[config.mk]
export PLATFORM = sky130hd
export DESIGN_NAME = tick_pwm_gen
export DESIGN_NICKNAME = d
export VERILOG_FILES = /design/src/rtl/tick_pwm_gen.sv
export SDC_FILE = /design/constraint.sdc
export NUM_CORES = 1
export LEC_CHECK = 0
export CORE_MARGIN = 2
export CORE_UTILIZATION = 55
export CTS_BUF_LIST = sky130_fd_sc_hd__clkbuf_4 sky130_fd_sc_hd__clkbuf_8
export DETAILED_ROUTE_END_ITERATION = 8
export PLACE_DENSITY = 0.87
export SYNTH_ARGS = -nofsm -noshare
export SYNTH_HDL_FRONTEND = slang
export SYNTH_SLANG_ARGS = --single-unit
export TNS_END_PERCENT = 100
[constraint.sdc]
create_clock -name clock_in -period 3.3 [get_ports clock_in]
set_input_delay 0.66 -clock clock_in [delete_from_list [all_inputs] [get_ports clock_in]]
set_output_delay 0.66 -clock clock_in [all_outputs]
set_load 0.02 [all_outputs]
[src/rtl/tick_pwm_gen.sv]
// Brings a divided clock into the clock_in domain as data, turns its rising edges into ticks,
// and steps a PWM with a duty value shadowed once per period.
module tick_pwm_gen #(
  parameter int unsigned     SYNC_STAGES = 2,
  parameter int unsigned     CW          = 10,
  parameter logic [CW-1:0]   PERIOD      = 10'd100
) (
  input  logic          clock_in,
  input  logic          reset,
  input  logic          div_clock,
  input  logic          enable,
  input  logic [CW-1:0] duty,
  output logic          tick,
  output logic          period_start,
  output logic          pwm_out,
  output logic [CW-1:0] duty_active
);

  localparam int unsigned   ArmCount  = SYNC_STAGES + 1;
  localparam int unsigned   AW        = $clog2(ArmCount + 1);
  localparam logic [AW-1:0] ArmLast   = AW'(ArmCount);
  localparam logic [CW-1:0] LastPhase = PERIOD - 1'b1;

  typedef enum logic [0:0] {StIdle, StRun} state_e;

  state_e                 state_q;
  logic [SYNC_STAGES-1:0] sync_q;
  logic                   prev_q;
  logic [AW-1:0]          arm_cnt_q;
  logic [CW-1:0]          phase_q;

  logic          armed;
  logic          tick_d;
  logic          wrap;
  logic [CW-1:0] duty_sat;
  logic [CW-1:0] phase_next;

  always_comb begin
    armed      = (arm_cnt_q == ArmLast);
    // Gated by armed so a level already high at reset release is not seen as an edge.
    tick_d     = sync_q[SYNC_STAGES-1] & ~prev_q & armed;
    wrap       = (phase_q == LastPhase);
    duty_sat   = (duty >= PERIOD) ? PERIOD : duty;
    phase_next = wrap ? '0 : phase_q + 1'b1;
  end

  always_ff @(posedge clock_in) begin
    if (reset) begin
      sync_q       <= '0;
      prev_q       <= 1'b0;
      arm_cnt_q    <= '0;
      tick         <= 1'b0;
      period_start <= 1'b0;
      pwm_out      <= 1'b0;
      duty_active  <= '0;
      phase_q      <= '0;
      state_q      <= StIdle;
    end else begin
      sync_q       <= {sync_q[SYNC_STAGES-2:0], div_clock};
      prev_q       <= sync_q[SYNC_STAGES-1];
      if (!armed) arm_cnt_q <= arm_cnt_q + 1'b1;
      tick         <= tick_d;
      period_start <= 1'b0;

      case (state_q)
        StIdle: begin
          pwm_out <= 1'b0;
          phase_q <= '0;
          if (tick_d && enable) begin
            state_q      <= StRun;
            duty_active  <= duty_sat;
            period_start <= 1'b1;
            pwm_out      <= (duty_sat != '0);
          end
        end
        StRun: begin
          if (!enable) begin
            // Dropping enable wins over a coincident tick; duty_active keeps its last value.
            state_q <= StIdle;
            pwm_out <= 1'b0;
            phase_q <= '0;
          end else if (tick_d) begin
            phase_q <= phase_next;
            if (wrap) begin
              duty_active  <= duty_sat;
              period_start <= 1'b1;
              pwm_out      <= (phase_next < duty_sat);
            end else begin
              pwm_out      <= (phase_next < duty_active);
            end
          end
        end
        default: state_q <= StIdle;
      endcase
    end
  end

endmodule
==> results of run 1 <==
## layout by cell type, fill, tap and decap left out, types with 2 or more instances in the layout
master and count:
nand2b_1 2, buf_4 4, conb_1 3, nor4_1 2, and3b_1 2, nand3_1 11, ha_1 20, o211ai_1 2
a211oi_1 6, or2_2 2, xnor2_1 7, clkbuf_4 5, xor2_1 5, nand2_1 19, or3_1 5, nor3_1 13
inv_1 10, nor2_1 21, dfxtp_1 29, mux2i_1 2, nor2b_1 6, clkdlybuf4s50_1 26, nand4_1 3, a21oi_1 15
o21ai_0 7, bufinv_16 2
## metrics by stage
step	power [mW]	hold WS [ps]	worst slack (ps)	cells
finish	0.787	474	184	285
floorplan	0.397	414	571	211
global route	0.818	482	77.9	285
detailed placement	0.425	460	197	277
CTS	0.789	479	212	285
global placement	0.423	438	262	277
## logic make-up after synthesis
logic type,count (synthesis)
and+or+nand+nor,89
adders and majority gates,20
xor gates and xnor gates,12
DFF,29
muxes,2
buffers and inverters,18
other,1
AOI/OAI and AO/OA,38
## Yosys cell counts (all sizes together) (2+ instances only)
master,number,area [µm²]
dfxtp,29,581
nor2,21,78.8
ha,20,250
nand2,19,71.3
a21oi,15,75.1
nor3,14,81.3
nand3,11,55.1
inv,10,37.5
o21ai,7,35.0
xnor2,7,61.3
a211oi,6,45.0
nor2b,6,37.5
or3,5,31.3
xor2,5,43.8
buf,4,35.0
clkbuf,4,15.0
nand4,3,18.8
and3b,2,17.5
mux2i,2,20.0
nand2b,2,12.5
nor4,2,12.5
o211ai,2,15.0
or2,2,12.5
## flip-flops by register name, summed over array words and instances, names as in the netlist
signal	cells
duty_active	10
phase_q	10
arm_cnt_q	2
sync_q	2
period_start	1
prev_q	1
pwm_out	1
state_q	1
tick	1
## critical path, delay by kind of cell, from the launching register on
family | cells | cell delay [ps]
adder cells (fa/ha/maj) | 2 | 570
flip-flops | 1 | 450
AO/OA/AOI/OAI | 3 | 840
AND/OR/NAND/NOR | 5 | 1160
## final timing paths
| check | cells after the start | endpoint | start | slack [ps] |
|---|---|---|---|---|
| worst min register to register | 1 | sync_q[1] | sync_q[0] | 470 |
| worst max register to register | 10 | pwm_out | phase_q[0] | 180 |
| worst max-delay path | 10 | pwm_out | phase_q[0] | 180 |
| worst min-delay path | 1 | sync_q[1] | sync_q[0] | 470 |
## per-layer routing
layer / vias to the layer above / global-route usage [%] / wire, µm
li1: 804 / - / -
met3: 8 / 7.58 / 282
met4: 0 / 7.62 / 72
met1: 730 / 32.7 / 1750
met5: - / 0 / 0
met2: 64 / 39.9 / 1910
## power groups by stage
| stage | combinational, mW | sequential [mW] | clock (mW) |
|---|---|---|---|
| after floorplan | 0.0269 | 0.370 | 0 |
| after global placement | 0.0535 | 0.370 | 0 |
| after detailed placement | 0.0548 | 0.370 | 0 |
| after CTS | 0.0560 | 0.362 | 0.371 |
| after global routing | 0.0629 | 0.362 | 0.392 |
| final | 0.0561 | 0.362 | 0.369 |
## final cells by class
cell class                      instances  area, µm²
Clock buffer                            5       37.5
Clock inverter                          3       65.1
Fill cell                             245        878
Inverter                               10       37.5
Multi-Input combinational cell        164       1080
Sequential cell                        29        581
Tap cell                               44       55.1
Timing Repair Buffer                   30        290
==> results.toml, run 1 <==
[power_and_ir_drop]
irDropWorstVdd_mv = 0.376
p_sw_mw = 0.165
swShare_pct = 21.0
cellPowerDensity_nw_per_um2 = 366
comb_power_share_pct = 7.1
internal_power_mw = 0.622
p_seq_share_pct = 46.0
clkPwrFrac_pct = 46.9
leakagePower_nw = 0.786

[logic_synthesis]
yosys_most_used_dff = "dfxtp_1"
synth_compound_area_share_pct = 14.1
synthDistinctLibCells = 37
synth_fa_ha_area_share_pct = 14.3
synth_top_family_by_area = "simple AND/OR/NAND/NOR gates"
synth_area_um2 = 1740
synthArstFlopShare_pct = 0
synth_seq_cells = 29
syn_area_per_cell_um2 = 8.35
synthCells = 209
synth-simple-area-share_pct = 25.8
synth_xor_area_share_pct = 6.03
ys_seq_area_share_pct = 33.3
yosys_warnings = 0
synthMuxAreaShare_pct = 1.15
synth_edf_count = 0

[floorplan]
core_um2 = 3030
die_y_um = 60.3
initial_core_util_pct = 57.6
ios = 27
dieWidth_um = 60.3
die-area_um2 = 3640
rows = 20

[clock_network]
cts_setup_buffers = 0
cts_sinks = 29
cts_tree = "built"
clock_latency_ps = 340
post_cts_resized = 0
cts_buffer_depth = 2
cts_max_level = 2
path_clk_slew_ps = 100
cts_hold_buf = 0
cts_inserted_buffers = 5
clockRootBuffer = "clkbuf_4"

[critical_path]
cp_cell_sequence = "ha_1 -> or4b_4 -> nor3_4 -> nor2_1 -> ha_1 -> nand4_1 -> nor2_1 -> a2111oi_0 -> o211ai_1 -> o31ai_1"
critPathMaxFanout = 8
worstSetupEndpointType = "flop"
worstSetupPathType = "flop to flop"
critPathLaunchType = "flop"
arrival_ps = 3370
critPathSlowestCell = "or4b_4"
cp.required_ps = 3560
cpPeakStageDelay_ps = 490

[timing]
period_share_pct = 94.4
max_freq_mhz = 321
period_needed_ps = 3120
final.setup.tns_ps = 0
hold_viol_final = 0
setup_viol = 0
fin_skew_ps = 5.61
rsz0062_at_grt = "false"
maxSlewViolCount = 0

[finish]
final_core_util_pct = 71.0
nets = 274
areaGrowthSynthToFinish_pct = 23.2
drive_gt1_share_pct = 7.05
fin_area_um2 = 2150
antenna_cells = 0

[worst_hold_path]
hold_class = "flop to flop"

[global_route]
grt_pass1_wl_um = 6600
grt_max_degree = 17
grt_pass1_vias = 1459
grt_overflow = 0
grtUsageTotal_pct = 25.1
grt_antenna_before_repair = 0

[detailed_routing]
vias_per_cell = 5.64
drtIter0Drc = 76
route.detailed.drc = 0
ant_nets = 0
firstDrtPassIters = 4
wl_per_cell_um = 14.1
num_vias = 1606
wirelength_um = 4020

[place]
dpl.hpwl_um = 2960
placed_area_um2 = 2050
gp_congestion = 0.891
io_buffers = 26

[flow_run]
cap_viol_max_count = 0

[outcome]
status = "finished, final reports clean"
Note: power is estimated with default switching activity, not from simulation.
==> inputs of run 2 (changes only) <==
==> constraint.sdc (replaced) <==
create_clock -name clock_in -period 3.3 [get_ports clock_in]
set_input_delay 0.33 -clock clock_in [delete_from_list [all_inputs] [get_ports clock_in]]
set_output_delay 0.33 -clock clock_in [all_outputs]
set_load 0.02 [all_outputs]
==> run 2 against run 1 <==
Against the previous run: worst hold slack worse by 16 ps; total power decreased by 20%; clock power shrank 41%; via count is 0.56% higher; first-iteration DRC count is 37% lower; die area unchanged; fmax is 3.5% higher; sequential share of layout area up 0.71 points; global-route usage rose by 0.11 points; critical path type unchanged; critical endpoint unchanged; largest power group is now registers; highest routed layer unchanged.
==> results.toml, run 2 (same netlist as run 1, synthesis figures left out) <==
[power_and_ir_drop]
cellPowerDensity_nw_per_um2 = 302
leakagePower_nw = 0.761
irDropWorstVdd_mv = 0.298

[clock_network]
path_clk_slew_ps = 90
clock_latency_ps = 330
clockRootBuffer = "clkbuf_4"
cts_buffer_depth = 2
cts_inserted_buffers = 5
cts_setup_buffers = 0
cts_max_level = 2
post_cts_resized = 0
cts_tree = "built"
cts_hold_buf = 0
cts_sinks = 29

[finish]
mostFrequentLayoutCell = "dfxtp_1"
areaGrowthSynthToFinish_pct = 20.1
layout_common_cells = "dfxtp_1 (29), clkdlybuf4s50_1 (26), nor2_1 (21), ha_1 (20), nand2_1 (19)"
reg_top3 = "duty_active x10, phase_q x10"
drive_gt1_share_pct = 6.67
antenna_cells = 0
nFillCells = 247
nets = 273

[floorplan]
core_um2 = 3030
ios = 27
die_y_um = 60.3
dieWidth_um = 60.3
rows = 20
die-area_um2 = 3640
initial_core_util_pct = 57.6

[critical_path]
critPathLaunchType = "flop"
cp.required_ps = 3550
critPathSlowestCell = "or4b_4"
cpPeakStageDelay_ps = 500
cp_cell_sequence = "ha_1 -> or4b_4 -> nor3_4 -> nor2_1 -> ha_1 -> nand4_1 -> nor2_1 -> a2111oi_0 -> o211ai_1 -> o31ai_1"
critPathMaxFanout = 6
worstSetupPathType = "flop to flop"
worstSetupEndpointType = "flop"
crit_buf_inv = 0
arrival_ps = 3260
path_delay_family = "simple AND/OR/NAND/NOR gates"

[timing]
rsz0062_at_grt = "false"
max_freq_mhz = 332
setup_viol = 0
hold_viol_final = 0
hold_slack_ps = 458
period_share_pct = 91.3
tightest_slew_ps = 533
maxSlewViolCount = 0
fin_skew_ps = 3.37
slew_headroom_pct = 64.3
final.setup.tns_ps = 0
period_needed_ps = 3010

[worst_hold_path]
hold_class = "flop to flop"

[detailed_routing]
drtIter0Drc = 48
wl_per_cell_um = 14.3
vias_per_cell = 5.69
route.detailed.drc = 0
firstDrtPassIters = 4
wirelength_um = 4070
num_vias = 1615
ant_nets = 0

[outcome]
status = "finished, final reports clean"

[global_route]
grtUsageTotal_pct = 25.2
grt_pass1_vias = 1480
grt_overflow = 0
grt_antenna_before_repair = 0
grt_max_degree = 17
grt_pass1_wl_um = 6670

[place]
gp_congestion = 0.968
io_buffers = 26
dpl.hpwl_um = 3130

[flow_run]
cap_viol_max_count = 0
## run 2: changes by cell type in the layout (fill, tap and decap cells not counted), sizes merged
cell and change:
buf -1, clkbuf +1, bufinv -2, clkinv +1
## run 2: through the flow
| step | power (mW) | setup slack, ps | cell area [µm²] | instances | utilization (%) |
|---|---|---|---|---|---|
| floorplan | 0.397 | 571 | 1750 | 211 | - |
| global placement | 0.422 | 446 | 2040 | 276 | 67.4 |
| detailed placement | 0.424 | 322 | 2040 | 276 | 67.4 |
| CTS | 0.641 | 310 | 2090 | 284 | 69.2 |
| global route | 0.668 | 21.4 | 2090 | 284 | 69.2 |
| finish | 0.633 | 288 | 2090 | 284 | 69.2 |
## run 2: layout make-up
type	count	area, µm²	area share, %
inverters	10	37.5	1.79
well taps	44	55.1	2.63
repair buffers	29	283	13.5
flip-flops and latches	29	581	27.7
clock buffers	6	45.0	2.15
multi-input cells	164	1080	51.7
clock inverters	2	10.0	0.478
## run 2: routing by layer
metal	track usage, %	part of all wire (%)	wire, µm
met5	0	0	0
met2	41.6	49	1990
met1	31.2	44	1780
met4	9.52	0.93	38
met3	6.93	6.6	267
## run 2: path summary, 6_finish.rpt
path               from         to  slack, ps  cells past startpoint
max          phase_q[0]    pwm_out        290                     10
min           sync_q[0]  sync_q[1]        460                      1
max reg2reg  phase_q[0]    pwm_out        290                     10
min reg2reg   sync_q[0]  sync_q[1]        460                      1
## run 2: where the power goes
part           internal, mW  switching, mW
Clock                0.0892          0.127
Combinational        0.0292         0.0258
Sequential            0.357        0.00449
==> inputs of run 3 (changes only) <==
--- a/config.mk
+++ b/config.mk
@@ -5,6 +5,7 @@
 export SDC_FILE = /design/constraint.sdc
 export NUM_CORES = 1
 export LEC_CHECK = 0
+export ABC_CLOCK_PERIOD_IN_PS = 3300
 export CORE_MARGIN = 2
 export CORE_UTILIZATION = 55
 export CTS_BUF_LIST = sky130_fd_sc_hd__clkbuf_4 sky130_fd_sc_hd__clkbuf_8
==> results of run 3 <==
No change in the layout: final DEF, timing and power equal those of run 2.
